### src/rtl/trees_burst_driver_pkg.sv
// Shared types and width helpers for the tree-ensemble burst driver and its accelerator.
package trees_burst_driver_pkg;

  typedef enum logic [2:0] {
    StIdle,
    StLoad,
    StStart,
    StRun,
    StDrain,
    StFin
  } drv_state_e;

  function automatic int unsigned burst_len_width(int unsigned max_burst);
    return $clog2(max_burst) + 1;
  endfunction

  function automatic int unsigned feat_addr_width(int unsigned max_burst, int unsigned n_feature);
    return $clog2(max_burst * n_feature / 2);
  endfunction

  // Two 32-bit features per 64-bit memory word.
  function automatic int unsigned words_per_sample_log2(int unsigned n_feature);
    return $clog2(n_feature / 2);
  endfunction

endpackage

### src/rtl/trees_burst_driver_if.sv
// Host stream, status and accelerator port bundle for the burst driver.
interface trees_burst_driver_if #(
  parameter int unsigned BLW = 14,
  parameter int unsigned FAW = 17
);
  logic           cfg_valid;
  logic           cfg_ready;
  logic [BLW-1:0] cfg_burst_len;
  logic           feat_valid;
  logic           feat_ready;
  logic [63:0]    feat_data;
  logic           pred_valid;
  logic           pred_ready;
  logic [63:0]    pred_data;
  logic           pred_last;
  logic           busy;
  logic           done;
  logic           err;
  logic           acc_load_features;
  logic [FAW-1:0] acc_feature_addr;
  logic [63:0]    acc_features2;
  logic [BLW-1:0] acc_burst_len;
  logic           acc_start;
  logic           acc_done;
  logic [BLW-1:0] acc_prediction_addr;
  logic [63:0]    acc_prediction;

  modport master (
    input  cfg_valid, cfg_burst_len, feat_valid, feat_data, pred_ready, acc_done, acc_prediction,
    output cfg_ready, feat_ready, pred_valid, pred_data, pred_last, busy, done, err,
           acc_load_features, acc_feature_addr, acc_features2, acc_burst_len, acc_start,
           acc_prediction_addr
  );

  modport slave (
    output cfg_valid, cfg_burst_len, feat_valid, feat_data, pred_ready, acc_done, acc_prediction,
    input  cfg_ready, feat_ready, pred_valid, pred_data, pred_last, busy, done, err,
           acc_load_features, acc_feature_addr, acc_features2, acc_burst_len, acc_start,
           acc_prediction_addr
  );
endinterface

### src/rtl/trees_burst_driver.sv
// Burst driver: loads features into the accelerator, starts it, waits for done and streams
// the packed 8-bit predictions back out as 64-bit words.
module trees_burst_driver
  import trees_burst_driver_pkg::*;
#(
  parameter int unsigned N_FEATURE = 32,
  parameter int unsigned MAX_BURST = 5000
) (
  input logic                 clk,
  input logic                 rst_n,
  trees_burst_driver_if.master bus
);

  localparam int unsigned BLW      = burst_len_width(MAX_BURST);
  localparam int unsigned FAW      = feat_addr_width(MAX_BURST, N_FEATURE);
  localparam int unsigned WPS_LOG2 = words_per_sample_log2(N_FEATURE);

  typedef logic [BLW-1:0] blen_t;
  typedef logic [FAW:0]   wcnt_t;

  localparam blen_t MaxBurstLen = blen_t'(MAX_BURST);

  drv_state_e     state_q, state_d;
  blen_t          len_q, len_d;
  logic           err_q, err_d;
  wcnt_t          wcnt_q, wcnt_d;
  blen_t          pidx_q, pidx_d;
  logic           load_q;
  logic [FAW-1:0] faddr_q;
  logic [63:0]    fdata_q;
  logic           start_q;

  wcnt_t       words_total;
  blen_t       pred_words;
  logic        last_word;
  logic [2:0]  rem;
  logic        feat_fire;
  logic [63:0] masked_pred;

  assign words_total = wcnt_t'(len_q) << WPS_LOG2;
  assign pred_words  = (len_q + blen_t'(7)) >> 3;
  assign last_word   = (pidx_q == pred_words - blen_t'(1));
  assign rem         = len_q[2:0];
  assign feat_fire   = (state_q == StLoad) && bus.feat_valid;

  // Bytes past the burst end on a partial final word come out as zero.
  always_comb begin
    masked_pred = bus.acc_prediction;
    for (int k = 0; k < 8; k++) begin
      if (last_word && (rem != 3'd0) && (3'(k) >= rem)) begin
        masked_pred[8*k +: 8] = 8'h00;
      end
    end
  end

  always_comb begin
    state_d        = state_q;
    len_d          = len_q;
    err_d          = err_q;
    wcnt_d         = wcnt_q;
    pidx_d         = pidx_q;
    bus.cfg_ready  = 1'b0;
    bus.feat_ready = 1'b0;
    bus.pred_valid = 1'b0;
    unique case (state_q)
      StIdle: begin
        bus.cfg_ready = 1'b1;
        if (bus.cfg_valid) begin
          len_d  = bus.cfg_burst_len;
          wcnt_d = '0;
          pidx_d = '0;
          if (bus.cfg_burst_len == '0) begin
            err_d   = 1'b0;
            state_d = StFin;
          end else if (bus.cfg_burst_len > MaxBurstLen) begin
            err_d   = 1'b1;
            state_d = StFin;
          end else begin
            err_d   = 1'b0;
            state_d = StLoad;
          end
        end
      end
      StLoad: begin
        bus.feat_ready = 1'b1;
        if (bus.feat_valid) begin
          wcnt_d = wcnt_q + wcnt_t'(1);
          if (wcnt_q == words_total - wcnt_t'(1)) begin
            state_d = StStart;
          end
        end
      end
      StStart: state_d = StRun;
      StRun: begin
        if (bus.acc_done) begin
          pidx_d  = '0;
          state_d = StDrain;
        end
      end
      StDrain: begin
        bus.pred_valid = 1'b1;
        if (bus.pred_ready) begin
          pidx_d = pidx_q + blen_t'(1);
          if (last_word) begin
            state_d = StFin;
          end
        end
      end
      StFin:   state_d = StIdle;
      default: state_d = StIdle;
    endcase
  end

  always_ff @(posedge clk) begin
    if (!rst_n) begin
      state_q <= StIdle;
      len_q   <= '0;
      err_q   <= 1'b0;
      wcnt_q  <= '0;
      pidx_q  <= '0;
      load_q  <= 1'b0;
      faddr_q <= '0;
      fdata_q <= '0;
      start_q <= 1'b0;
    end else begin
      state_q <= state_d;
      len_q   <= len_d;
      err_q   <= err_d;
      wcnt_q  <= wcnt_d;
      pidx_q  <= pidx_d;
      load_q  <= feat_fire;
      if (feat_fire) begin
        faddr_q <= wcnt_q[FAW-1:0];
        fdata_q <= bus.feat_data;
      end
      // Delayed one cycle so start follows the registered final write.
      start_q <= (state_q == StStart);
    end
  end

  assign bus.pred_data           = (state_q == StDrain) ? masked_pred : 64'h0;
  assign bus.pred_last           = (state_q == StDrain) && last_word;
  assign bus.busy                = (state_q != StIdle);
  assign bus.done                = (state_q == StFin);
  assign bus.err                 = err_q;
  assign bus.acc_load_features   = load_q;
  assign bus.acc_feature_addr    = faddr_q;
  assign bus.acc_features2       = fdata_q;
  assign bus.acc_burst_len       = len_q;
  assign bus.acc_start           = start_q;
  assign bus.acc_prediction_addr = pidx_q;

endmodule
### src/flat_wrapper.sv
// flat-port wrapper written by rule: the top's interface ports become plain ports
module trees_burst_driver_flat import trees_burst_driver_pkg::*;
#(
  parameter int unsigned N_FEATURE = 32,
  parameter int unsigned MAX_BURST = 5000
)
  (clk, rst_n, bus_cfg_valid, bus_cfg_burst_len, bus_feat_valid, bus_feat_data, bus_pred_ready, bus_acc_done, bus_acc_prediction, bus_cfg_ready, bus_feat_ready, bus_pred_valid, bus_pred_data, bus_pred_last, bus_busy, bus_done, bus_err, bus_acc_load_features, bus_acc_feature_addr, bus_acc_features2, bus_acc_burst_len, bus_acc_start, bus_acc_prediction_addr);
  trees_burst_driver_if bus_i ();
  input logic clk;
  input logic rst_n;
  input wire logic [$bits(bus_i.cfg_valid)-1:0] bus_cfg_valid;
  input wire logic [$bits(bus_i.cfg_burst_len)-1:0] bus_cfg_burst_len;
  input wire logic [$bits(bus_i.feat_valid)-1:0] bus_feat_valid;
  input wire logic [$bits(bus_i.feat_data)-1:0] bus_feat_data;
  input wire logic [$bits(bus_i.pred_ready)-1:0] bus_pred_ready;
  input wire logic [$bits(bus_i.acc_done)-1:0] bus_acc_done;
  input wire logic [$bits(bus_i.acc_prediction)-1:0] bus_acc_prediction;
  output wire logic [$bits(bus_i.cfg_ready)-1:0] bus_cfg_ready;
  output wire logic [$bits(bus_i.feat_ready)-1:0] bus_feat_ready;
  output wire logic [$bits(bus_i.pred_valid)-1:0] bus_pred_valid;
  output wire logic [$bits(bus_i.pred_data)-1:0] bus_pred_data;
  output wire logic [$bits(bus_i.pred_last)-1:0] bus_pred_last;
  output wire logic [$bits(bus_i.busy)-1:0] bus_busy;
  output wire logic [$bits(bus_i.done)-1:0] bus_done;
  output wire logic [$bits(bus_i.err)-1:0] bus_err;
  output wire logic [$bits(bus_i.acc_load_features)-1:0] bus_acc_load_features;
  output wire logic [$bits(bus_i.acc_feature_addr)-1:0] bus_acc_feature_addr;
  output wire logic [$bits(bus_i.acc_features2)-1:0] bus_acc_features2;
  output wire logic [$bits(bus_i.acc_burst_len)-1:0] bus_acc_burst_len;
  output wire logic [$bits(bus_i.acc_start)-1:0] bus_acc_start;
  output wire logic [$bits(bus_i.acc_prediction_addr)-1:0] bus_acc_prediction_addr;
  assign bus_i.cfg_valid = bus_cfg_valid;
  assign bus_i.cfg_burst_len = bus_cfg_burst_len;
  assign bus_i.feat_valid = bus_feat_valid;
  assign bus_i.feat_data = bus_feat_data;
  assign bus_i.pred_ready = bus_pred_ready;
  assign bus_i.acc_done = bus_acc_done;
  assign bus_i.acc_prediction = bus_acc_prediction;
  assign bus_cfg_ready = bus_i.cfg_ready;
  assign bus_feat_ready = bus_i.feat_ready;
  assign bus_pred_valid = bus_i.pred_valid;
  assign bus_pred_data = bus_i.pred_data;
  assign bus_pred_last = bus_i.pred_last;
  assign bus_busy = bus_i.busy;
  assign bus_done = bus_i.done;
  assign bus_err = bus_i.err;
  assign bus_acc_load_features = bus_i.acc_load_features;
  assign bus_acc_feature_addr = bus_i.acc_feature_addr;
  assign bus_acc_features2 = bus_i.acc_features2;
  assign bus_acc_burst_len = bus_i.acc_burst_len;
  assign bus_acc_start = bus_i.acc_start;
  assign bus_acc_prediction_addr = bus_i.acc_prediction_addr;
  trees_burst_driver #(.N_FEATURE(N_FEATURE), .MAX_BURST(MAX_BURST)) u_core (.clk(clk), .rst_n(rst_n), .bus(bus_i));
endmodule
### config.mk
export PLATFORM = sky130hd
export DESIGN_NAME = trees_burst_driver_flat
export DESIGN_NICKNAME = d
export VERILOG_FILES = /design/src/rtl/trees_burst_driver_pkg.sv /design/src/rtl/trees_burst_driver_if.sv /design/src/rtl/trees_burst_driver.sv /design/src/flat_wrapper.sv
export SDC_FILE = /design/constraint.sdc
export NUM_CORES = 1
export LEC_CHECK = 0
export BUFFER_PORTS_ARGS = -buffer_cell sky130_fd_sc_hd__buf_2
export CORE_UTILIZATION = 48
export CTS_CLUSTER_DIAMETER = 200
export DETAILED_ROUTE_END_ITERATION = 16
export PLACE_DENSITY = 0.84
export SYNTH_ARGS = -nofsm -noshare
export SYNTH_HDL_FRONTEND = slang
export SYNTH_SLANG_ARGS = --single-unit
export TNS_END_PERCENT = 30
### constraint.sdc
create_clock -name clk -period 6 [get_ports clk]
set_input_delay 0.9 -clock clk [delete_from_list [all_inputs] [get_ports clk]]
set_output_delay 0.9 -clock clk [all_outputs]
set_load 0.02 [all_outputs]
# Word-level counts from Yosys, hierarchy flattened
# Cells that the tools add are included.
[classes] shifts=0 order_cmp=9 reduce_logical=21 n_eq_ne=13 multipliers=0 mux=30 add_sub_neg=5 n_div=0 bitwise=0
[ops] operator="$mux W64" n=1
[ops] operator="$mux W8" n=8
[ops] operator="$mux W14" n=3
[ops] operator="$pmux W14 S3" n=1
[ops] operator="$mux W18" n=2
[ops] operator="$pmux W18 S2" n=1
[ops] operator="$mux W3" n=8
[ops] operator="$add A18 B1 Y18 const B" n=1
[ops] operator="$eq A18 B18 Y1" n=1
[ops] operator="$sub A18 B1 Y18 const B" n=1
[ops] operator="$pmux W3 S5" n=1
[ops] operator="$add A14 B1 Y14 const B" n=1
[ops] operator="$add A14 B3 Y14 const B" n=1
[ops] operator="$eq A14 B14 Y1" n=1
[ops] operator="$gt A14 B13 Y1 const B" n=1
[ops] operator="$logic_not A14 Y1" n=1
[ops] operator="$ge A3 B3 Y1 const A" n=4
[ops] operator="$sub A11 B1 Y12 const B" n=1
[ops] operator="$logic_and A1 B1 Y1" n=11
[ops] operator="$ne A2 B2 Y1 const B" n=5
[ops] operator="$reduce_bool A3 Y1" n=3
[ops] operator="$eq A3 B2 Y1 const B" n=2
[ops] operator="$eq A3 B3 Y1 const B" n=2
[ops] operator="$ge A1 B3 Y1 const A" n=2
[ops] operator="other kinds (10)" n=15
[word_totals] reg_bits=133 mem_count=0 romBits=0 ramBits=0 input_bits=148 wordCells=87 latchBits=0 out_inout_bits=182

# Longest topological paths before layout
# Gate-level depths: netlist of run 1.
[depth] ltp_word=7 mapped_depth=19 depth_no_buf=14

# Worst setup path after synthesis of run 1
# Ideal clock, no wire load.
[synth_timing] kind="flip-flop to output port" from="register u_core.len_q[1] (netlist: u_core.bus.acc_burst_len[1])" to="output port bus_pred_data[22]" n_path_buf=5 path_slack_ns=1.011 required_time_ns=5.100 stages_incl_launch_ff=20 t_arrival_ns=4.089 cell_sequence="dfxtp_1 > buf_4 > inv_1 > clkbuf_1 > ha_1 > nand2b_1 > buf_2 > nand2_1 > xnor2_1 > ha_1 > clkbuf_1 > xnor2_1 > xnor3_1 > nor3_1 > o221ai_2 > nor4_4 > nand4_4 > nor4_4 > buf_6 > a21oi_1"
[synth_between] elab_chain_cells=7 elab_cells_between_ends=9 cone_classes="2 x add/sub; 1 x order compare; 1 x eq/ne; 2 x mux; 3 x reduce/logical"
[synth_rtl] item="from (decl)" line_no="trees_burst_driver.sv:24" rtl="blen_t len_q, len_d;"
[synth_rtl] item="from (signal assigned)" line_no="trees_burst_driver.sv:127" rtl="len_q <= len_d;"
[synth_rtl] item="$add A14 B3 Y14" line_no="trees_burst_driver.sv:41" rtl="assign pred_words = (len_q + blen_t'(7)) >> 3;"
[synth_rtl] item="$sub A11 B1 Y12" line_no="trees_burst_driver.sv:42" rtl="assign last_word = (pidx_q == pred_words - blen_t'(1));"
[synth_rtl] item="$eq A14 B14 Y1" line_no="trees_burst_driver.sv:42"
[synth_rtl] item="$logic_and A1 B1 Y1" line_no="trees_burst_driver.sv:50" rtl="if (last_word && (rem != 3'd0) && (3'(k) >= rem)) begin"
[synth_rtl] item="$logic_and A1 B1 Y1 (*)" line_no="trees_burst_driver.sv:50"
[synth_rtl] item="$mux W8 (*)" line_no="trees_burst_driver.sv:50"
[synth_rtl] item="$mux W64 (*)" line_no="trees_burst_driver.sv:141" rtl="assign bus.pred_data = (state_q == StDrain) ? masked_pred : 64'h0;"
[synth_rtl] item="to (decl)" line_no="flat_wrapper.sv:21" rtl="output wire logic [$bits(bus_i.pred_data)-1:0] bus_pred_data;"
# Mark *: on every way between the ends. The rest lies on a longest branch, timed or not.

# Final worst setup path of run 1
[layout_timing] from="register u_core.len_q[0] (netlist: u_core.bus.acc_burst_len[0])" to="output port bus_pred_data[39]"
# The elaborated chain is that of the path after synthesis.

==> run_results.csv, run 1 <==
group,metric,value,unit
sta,finalHoldViolCount,0,
clock_tree,cts_hold_repair.buffers,0,
cells_and_area,layout.cells.non_filler,1486,
worst_setup_path,crit_path_start_kind,"flop",
clock_tree,cts.clk_slew.worst_paths,60,ps
sta,slew_headroom,33.8,%
die,die_area,0.0162,mm²
worst_setup_path,cp-startpoint,"u_core.bus.acc_burst_len[0]",
die,io-pin-count,330,
yosys,synth.largest_area_cell,"dfxtp_1",
sta,holdWs,460,ps
power,power_frac_seq,29.8,%
yosys,ys_async_sr_fraction,0,%
cells_and_area,layout.nets,1417,
yosys,ys_types,73,
clock_tree,ctsLongestPathBuffers,2,
cells_and_area,drive_gt1_share,31.5,%
yosys,syn_nets,1139,
worst_setup_path,critPathKind,"reg -> out",
routing,wl_met1,9370,µm
global_route,antenna_found_initial,3,
worst_setup_path,end_kind,"output pin",
worst_setup_path,crit_required,5100,ps
yosys,netlist_instances,984,
routing,avgRoutedWirePerCell,16.0,µm
power,swShare,40.6,%
routing,drt_iter0_drc,505,
hold_path,min_path_type,"reg -> reg",
routing,drt-total-wl,23800,µm
power,ir_drop,261,µV
routing,drc,0,
sta,fin_setup_tns,0,ps
clock_tree,clock_latency,420,ps
yosys,synth.avg_cell_area,7.68,µm²
yosys,synth_top_area_share,35.2,%
worst_setup_path,r2r_end,"u_core.state_q[0]",
place,dp_cells,1454,
worst_setup_path,crit_arrival,4810,ps
yosys,synth_most_common_cell,"nand2_1",
die,start_util,49.5,%
worst_setup_path,path_max_fanout,13,
clock_tree,cts_root_buffer,"clkbuf_16",
global_route,grtUsageTotal,28.8,%
power,power_frac_comb,39.6,%
sta,fmax,175,MHz
worst_setup_path,endpoint,"bus_pred_data[39]",
power,leakage,4.40,nW
cells_and_area,fillers,1297,
power,p_switching,1.48,mW
yosys,netlist_area,0.00756,mm²
sta,slew_violations,0,
routing,avgViaCountPerCell,5.37,
place,finalWeightedCongestion,0.902,
yosys,ys_warn_count,0,
die,die_x,127,µm
sta,setup_viol,0,
die,die_h,127,µm
sta,period_minus_slack,5710,ps
sta,worst_slack,287,ps
sta,worst_pin_slew,991,ps
worst_setup_path,r2r_start,"u_core.bus.acc_burst_len[0]",
place,dp_hpwl,17400,µm
sta,post-route-period-util,95.2,%
worst_setup_path,reg2reg_depth,14,
routing,wl_met3,2490,µm
yosys,ys_seq_elements,133,
die,row_count,45,
power,power.density,373,mW/mm²
global_route,grt.overflow.total,0,
global_route,grt_max_degree,95,
clock_tree,ctsResizeCount,0,
clock_tree,cts_tree,"built",
cells_and_area,ff_latch_area,0.00266,mm²
routing,wl_met2,11200,µm
cells_and_area,area_growth,29.8,%
sta,clock-skew-final,10.6,ps
clock_tree,postCtsSetupBuffers,0,
cells_and_area,postLayoutCoreUtil,64.3,%
yosys,synth_edf_count,0,
die,core-area,0.0153,mm²
power,p_int,2.17,mW
power,clkPwrFrac,30.7,%
place,pre_cts_ws,795,ps
routing,detail-route-antenna-nets,0,
routing,maxUsedRoutingLayer,"met5",
job,drv_cap,0,
outcome,status,"finished, final reports clean",
global_route,grt_pass1_vias,7280,
yosys,synthTopCellsByArea,"dfxtp_1 35%, nand2_1 14%, a21boi_0 9.6%",
clock_tree,cts_made_buffers,17,
yosys,synth.top_cells.by_count,"281 x nand2_1, 133 x dfxtp_1, 97 x a21boi_0",
cells_and_area,multiInputGateArea,0.00452,mm²
place,io_buffers,329,
clock_tree,cts_sinks,133,
yosys,ys_seq_area_share,35.2,%
routing,vias,7984,
clock_tree,cts_max_level,4,
yosys,synthFlopType,"dfxtp_1",
sta,rsz0062_at_grt,"no",
routing,first_pass_iters,5,
global_route,grt_pass1_wl,36900,µm
worst_setup_path,r2r_setup_slack,1780,ps
## routing by layer
metal  GRT usage [%]  vias to the layer above
met2            46.4                      361
met4            10.7                        4
met1            34.8                     3666
met5               0                        -
met3            11.0                       59
li1                -                     3894
## power groups by stage
stage	combinational [mW]	sequential, mW	clock [mW]
after floorplan	1.02	1.11	0
after global placement	1.41	1.10	0
after detailed placement	1.43	1.10	0
after CTS	1.44	1.08	1.14
after global routing	1.57	1.11	1.17
final	1.45	1.09	1.12
## flip-flops by register name, indices dropped and copies added, names as in the netlist, 3 cells and up
register	flops
u_core.wcnt_q	18
u_core.state_q	3
u_core.bus.acc_burst_len	14
u_core.bus.acc_prediction_addr	14
u_core.bus.acc_feature_addr	17
u_core.bus.acc_features2	64
## cell usage in the layout (no fill, tap or decap), types with 3 or more instances in the layout
| cell | netlist | routed |
|---|---|---|
| nor4b_1 | 3 | 3 |
| and3_1 | 11 | 11 |
| nor4_2 | 3 | 3 |
| inv_6 | 0 | 5 |
| dfxtp_1 | 133 | 133 |
| clkbuf_16 | 0 | 17 |
| nor3b_1 | 4 | 4 |
| nand4_1 | 13 | 13 |
| or4_1 | 4 | 4 |
| nor4_1 | 5 | 5 |
| nor2b_1 | 9 | 9 |
| xnor2_1 | 30 | 30 |
| a21boi_0 | 97 | 97 |
| o211a_1 | 10 | 10 |
| mux2i_1 | 4 | 4 |
| xor2_1 | 30 | 30 |
| nor3_2 | 3 | 3 |
| and4_1 | 3 | 3 |
| nand2_1 | 281 | 280 |
| o21ai_0 | 12 | 12 |
| a211o_1 | 3 | 3 |
| a21oi_1 | 22 | 22 |
| a31oi_1 | 6 | 6 |
| inv_1 | 11 | 10 |
| and2_1 | 7 | 6 |
| nor4_4 | 5 | 5 |
| nand2b_1 | 3 | 3 |
| a21oi_2 | 10 | 10 |
| nor2_1 | 81 | 81 |
| nor3_1 | 17 | 17 |
| buf_2 | 6 | 329 |
| buf_4 | 2 | 5 |
| bufinv_16 | 0 | 4 |
| nand3_1 | 22 | 22 |
| ha_1 | 7 | 7 |
| or3_1 | 12 | 12 |
## logic make-up after synthesis
kind of cell	synth area share [%]
and+or+nand+nor	30.6
AOI/OAI and AO/OA	20.0
DFF	35.2
buffers and inverters	4.97
xor gates and xnor gates	7.55
adders and majority gates	1.16
muxes	0.530
## final cells by class
type	instances	area share [%]
sequential	133	27.1
clock buffer	18	4.48
clock inverter	13	1.96
inverter	11	0.421
tap	211	2.69
multi-input combinational	765	46.1
antenna	1	0.0255
timing repair buffer	334	17.2
## per-stage QoR
step,area [µm²],power [mW]
6_report,9810,3.66
3_5_place_dp,9180,2.53
3_3_place_gp,9180,2.50
2_1_floorplan,7560,2.14
4_1_cts,9810,3.66
5_1_grt,9810,3.85
## critical path, stage by stage (launching register included)
cell	delay, ps
dfxtp_1	570
inv_1	160
ha_1	350
nand2b_1	400
nand2_1	130
xnor2_1	190
ha_1	340
xnor2_1	160
xnor3_1	230
nor3_1	230
o221ai_2	150
nor4_4	340
nand4_4	250
nor4_4	560
nor2_1	150
buf_2	200
## worst min-delay path by stage
stage,start,endpoint,cells after the start
after floorplan,u_core.wcnt_q[1],u_core.bus.acc_feature_addr[1],2
after CTS,u_core.bus.acc_feature_addr[12],u_core.bus.acc_feature_addr[12],2
final,u_core.bus.acc_features2[40],u_core.bus.acc_features2[40],2
after detailed placement,u_core.bus.acc_features2[40],u_core.bus.acc_features2[40],2
after global routing,u_core.bus.acc_features2[43],u_core.bus.acc_features2[43],2
after global placement,u_core.bus.acc_features2[11],u_core.bus.acc_features2[11],2
Note: power is estimated with default switching activity, not from simulation.
==> run 2: changes to the inputs <==
- PLACE_DENSITY: 0.84 -> 0.8
==> run_results.csv, run 2 (same netlist as run 1, synthesis figures left out) <==
group,metric,value,unit
outcome,status,"finished, final reports clean",
sta,worst_pin_slew,996,ps
worst_setup_path,critPathKind,"reg -> out",
cells_and_area,layout_commonest_cell,"buf_2",
place,placed_cell_area,0.00917,mm²
power,power.density,365,mW/mm²
routing,drt-total-wl,23300,µm
clock_tree,cts_sinks,133,
routing,drc,0,
clock_tree,cts_tree,"built",
sta,post-route-period-util,93.4,%
die,die_x,127,µm
power,swShare,41.3,%
place,finalWeightedCongestion,0.872,
hold_path,min_path_type,"reg -> reg",
cells_and_area,drive_gt1_share,31.5,%
job,drv_cap,0,
routing,drt_iter0_drc,635,
worst_setup_path,crit_path_start_kind,"flop",
die,io-pin-count,330,
worst_setup_path,path_max_fanout,13,
worst_setup_path,crit_required,5100,ps
global_route,grt.overflow.total,0,
cells_and_area,fin_area,0.00976,mm²
power,ir_drop,253,µV
global_route,grt_pass1_vias,7069,
die,die_area,0.0162,mm²
sta,slew_headroom,33.5,%
hold_path,whs_endpoint,"u_core.bus.acc_features2[54]",
global_route,grt_max_degree,91,
clock_tree,ctsLongestPathBuffers,2,
cells_and_area,largest_register_ffs,64,
sta,worst_slack,397,ps
place,pre_cts_ws,551,ps
die,die_h,127,µm
hold_path,min_path_cells,2,
routing,vias,7805,
clock_tree,cts_made_buffers,17,
power,power_frac_comb,40.4,%
sta,period_minus_slack,5600,ps
die,row_count,45,
clock_tree,clock_latency,420,ps
routing,avgRoutedWirePerCell,15.6,µm
sta,setup_viol,0,
routing,avgViaCountPerCell,5.25,
clock_tree,cts_root_buffer,"clkbuf_16",
sta,slew_violations,0,
cells_and_area,area_growth,29.2,%
hold_path,hp-start,"u_core.bus.acc_features2[54]",
routing,first_pass_iters,5,
global_route,antenna_found_initial,7,
global_route,grt_pass1_wl,35600,µm
place,dp_hpwl,17300,µm
sta,rsz0062_at_grt,"no",
clock_tree,cts_max_level,4,
cells_and_area,final_cell_mix,"329 x buf_2, 280 x nand2_1, 132 x dfxtp_1",
place,io_buffers,329,
sta,fmax,178,MHz
worst_setup_path,cp-startpoint,"u_core.bus.acc_burst_len[1]",
routing,detail-route-antenna-nets,0,
power,clkPwrFrac,29.0,%
cells_and_area,postLayoutCoreUtil,64.0,%
sta,finalHoldViolCount,0,
worst_setup_path,reg2reg_depth,14,
worst_setup_path,r2r_start,"u_core.bus.acc_burst_len[1]",
sta,holdWs,458,ps
power,power_frac_seq,30.6,%
sta,fin_setup_tns,0,ps
worst_setup_path,end_kind,"output pin",
die,start_util,49.5,%
worst_setup_path,r2r_end,"u_core.state_q[0]",
clock_tree,cts.clk_slew.worst_paths,60,ps
power,p_int,2.09,mW
cells_and_area,layout.nets,1416,
sta,clock-skew-final,10.1,ps
power,leakage,4.36,nW
worst_setup_path,crit_arrival,4700,ps
power,p_switching,1.47,mW
global_route,grtUsageTotal,28.0,%
worst_setup_path,r2r_setup_slack,1830,ps
die,core-area,0.0153,mm²
run 2: what timing repair did:
action	CTS	global route
endpoints found under the hold margin	0	0
setup endpoints to repair	0	64
hold buffers	0	0
buffers inserted	0	0
resized for setup	0	2
run 2: how the worst max path moves through the flow:
stage,end,slack (ps),cells after the start
2_1_floorplan,bus_pred_data[22],1010,19
3_3_place_gp,bus_pred_data[39],790,15
3_5_place_dp,bus_pred_data[60],550,15
4_1_cts,bus_pred_data[60],80,15
5_1_grt,bus_pred_data[60],70,15
6_report,bus_pred_data[60],400,15
run 2: worst max-delay path, stage by stage, from the launching register on:
cell	delay, ps
dfxtp_2	390
inv_1	310
ha_1	440
nand2b_2	250
nand2_1	140
xnor2_1	130
ha_1	340
xnor2_1	170
xnor3_1	230
nor3_1	240
o221ai_2	150
nor4_4	340
nand3_1	120
or3b_1	590
o211a_1	300
buf_2	160
run 2: layer usage:
metal	part of all wire, %	vias up	global-route usage [%]
met5	0.16	-	0
met4	1.7	6	9.52
met3	9.7	32	10.7
met2	48	277	45.5
met1	41	3593	33.8
li1	-	3897	-
run 2: layout make-up:
cell class | count | area (µm²)
clock buffers | 19 | 453
clock inverters | 11 | 126
diodes | 4 | 10.0
flip-flops and latches | 133 | 2660
well taps | 211 | 264
inverters | 11 | 41.3
multi-input cells | 765 | 4530
repair buffers | 333 | 1680
fillers | 1384 | 5500
run 2: through the flow:
step           total power, mW  instances
2_1_floorplan             2.14        984
3_3_place_gp              2.50       1453
3_5_place_dp              2.53       1453
4_1_cts                   3.56       1483
5_1_grt                   3.74       1486
6_report                  3.56       1487
run 2: power by group through the flow:
stage	Combinational, mW	Clock, mW	Sequential (mW)
6_report	1.44	1.03	1.09
5_1_grt	1.57	1.08	1.10
4_1_cts	1.43	1.04	1.09
3_5_place_dp	1.43	0	1.10
3_3_place_gp	1.40	0	1.10
2_1_floorplan	1.02	0	1.11
==> run 3: changes to the inputs <==
- CORE_UTILIZATION: 48 -> 45
- PLACE_DENSITY: 0.8 -> 0.75
==> run_results.csv, run 3 (same netlist as run 1, synthesis figures left out) <==
group,metric,value,unit
routing,drc,0,
worst_setup_path,path_max_fanout,13,
cells_and_area,postLayoutCoreUtil,59.5,%
place,io_buffers,329,
clock_tree,cts_root_buffer,"clkbuf_16",
place,dp_hpwl,17300,µm
cells_and_area,final_cell_mix,"329 x buf_2, 280 x nand2_1, 133 x dfxtp_1",
clock_tree,cts_max_level,4,
outcome,status,"finished, final reports clean",
cells_and_area,drive_gt1_share,31.7,%
sta,worst_pin_slew,1020,ps
power,ir_drop,239,µV
job,drv_cap,0,
sta,post-route-period-util,93.1,%
routing,drt_iter0_drc,610,
clock_tree,cts_made_buffers,17,
sta,fmax,179,MHz
sta,finalHoldViolCount,0,
global_route,grt_max_degree,98,
sta,slew_headroom,31.9,%
worst_setup_path,r2r_setup_slack,1870,ps
routing,avgRoutedWirePerCell,15.6,µm
place,finalWeightedCongestion,0.887,
cells_and_area,layout.nets,1420,
cells_and_area,fin_area,0.00980,mm²
power,leakage,4.40,nW
die,start_util,45.9,%
sta,holdWs,459,ps
cells_and_area,area_growth,29.7,%
place,placed_cell_area,0.00920,mm²
worst_setup_path,cp_slowest_stage_delay,580,ps
worst_setup_path,crit_path_start_kind,"flop",
sta,fin_setup_tns,0,ps
global_route,grtUsageTotal,26.8,%
power,power,3.59,mW
routing,avgViaCountPerCell,5.28,
sta,rsz0062_at_grt,"no",
die,die_area,0.0173,mm²
die,core-area,0.0165,mm²
die,row_count,47,
clock_tree,cts_tree,"built",
sta,setup_viol,0,
clock_tree,clock_latency,420,ps
routing,first_pass_iters,5,
die,die_h,132,µm
global_route,grt_pass1_vias,7197,
routing,vias,7909,
hold_path,min_path_type,"reg -> reg",
worst_setup_path,crit_chain,"inv_1 > ha_1 > nand2b_2 > nand2_1 > xnor2_1 > ha_1 > xnor2_1 > xnor3_1 > nor3_1 > o221ai_2 > nor4_4 > nand4_4 > nor4_4 > nor2_1 > buf_2",
global_route,grt.overflow.total,0,
cells_and_area,layout_commonest_cell,"buf_2",
global_route,grt_pass1_wl,37200,µm
routing,drt-total-wl,23400,µm
worst_setup_path,crit_arrival,4680,ps
worst_setup_path,critPathKind,"reg -> out",
power,power.density,366,mW/mm²
sta,slew_violations,0,
clock_tree,cts_hold_repair.buffers,0,
worst_setup_path,end_kind,"output pin",
global_route,gr-usage-met2,44.1,%
global_route,groute.layer.met3.usage,7.37,%
die,io-pin-count,330,
sta,period_minus_slack,5580,ps
global_route,antenna_found_initial,1,
sta,clock-skew-final,6.19,ps
cells_and_area,diodes,0,
routing,detail-route-antenna-nets,0,
die,die_x,132,µm
global_route,grt_util_met1,34.4,%
worst_setup_path,crit_slowest_cell,"dfxtp_1",
global_route,busiest_layer,"met2",
worst_setup_path,crit_required,5100,ps
clock_tree,cts.clk_slew.worst_paths,60,ps
clock_tree,cts_sinks,133,
clock_tree,ctsLongestPathBuffers,2,
cells_and_area,largest_register_ffs,64,
## run 3: cell count changes in the layout (fill, tap and decap cells not counted), sizes merged
| cell | change |
|---|---|
| buf | +4 |
| clkinv | +2 |
| clkinvlp | -2 |
| diode | -4 |
| inv | +2 |
## run 3: where the power goes
| group | total [mW] | internal (mW) | switching (mW) | leakage (nW) |
|---|---|---|---|---|
| Sequential | 1.08 | 0.962 | 0.121 | 1.08 |
| Clock | 1.05 | 0.629 | 0.418 | 0.286 |
| Combinational | 1.46 | 0.503 | 0.955 | 3.03 |
## run 3: worst max-delay path, delay by kind of cell (launching register included)
| kind | cells | cell delay [ps] |
|---|---|---|
| flops | 1 | 580 |
| xor+xnor | 3 | 580 |
| buf+inv | 2 | 370 |
| compound gates | 1 | 140 |
| fa+ha+maj | 2 | 680 |
| simple gates | 7 | 1900 |
## run 3: final cells by class
class	instances	area [µm²]
Sequential cell	133	2660
Inverter	11	41.3
Fill cell	1540	6660
Tap cell	220	275
Multi-Input combinational cell	765	4530
Clock inverter	13	149
Timing Repair Buffer	337	1710
Clock buffer	19	443
## run 3: stage by stage
step                setup slack [ps]  cells
floorplan                       1010    984
global placement                 935   1465
detailed placement               723   1465
CTS                              254   1497
finish                           417   1498
global route                     145   1498
## run 3: final timing paths
check | to | cells after the start | startpoint
max | bus_pred_data[48] | 15 | u_core.bus.acc_burst_len[0]
min | u_core.bus.acc_features2[56] | 2 | u_core.bus.acc_features2[56]
max reg2reg | u_core.state_q[0] | 14 | u_core.bus.acc_burst_len[0]
min reg2reg | u_core.bus.acc_features2[56] | 2 | u_core.bus.acc_features2[56]
## run 3: timing repair
item,4_1_cts,5_1_grt
setup endpoints to repair,0,15
gates resized for setup,0,1
buffers inserted,0,1
## run 3: per-layer routing
layer	routed length [µm]	vias up
met5	13	-
met4	273	2
met3	1990	26
met2	11100	278
met1	10000	3695
li1	-	3908
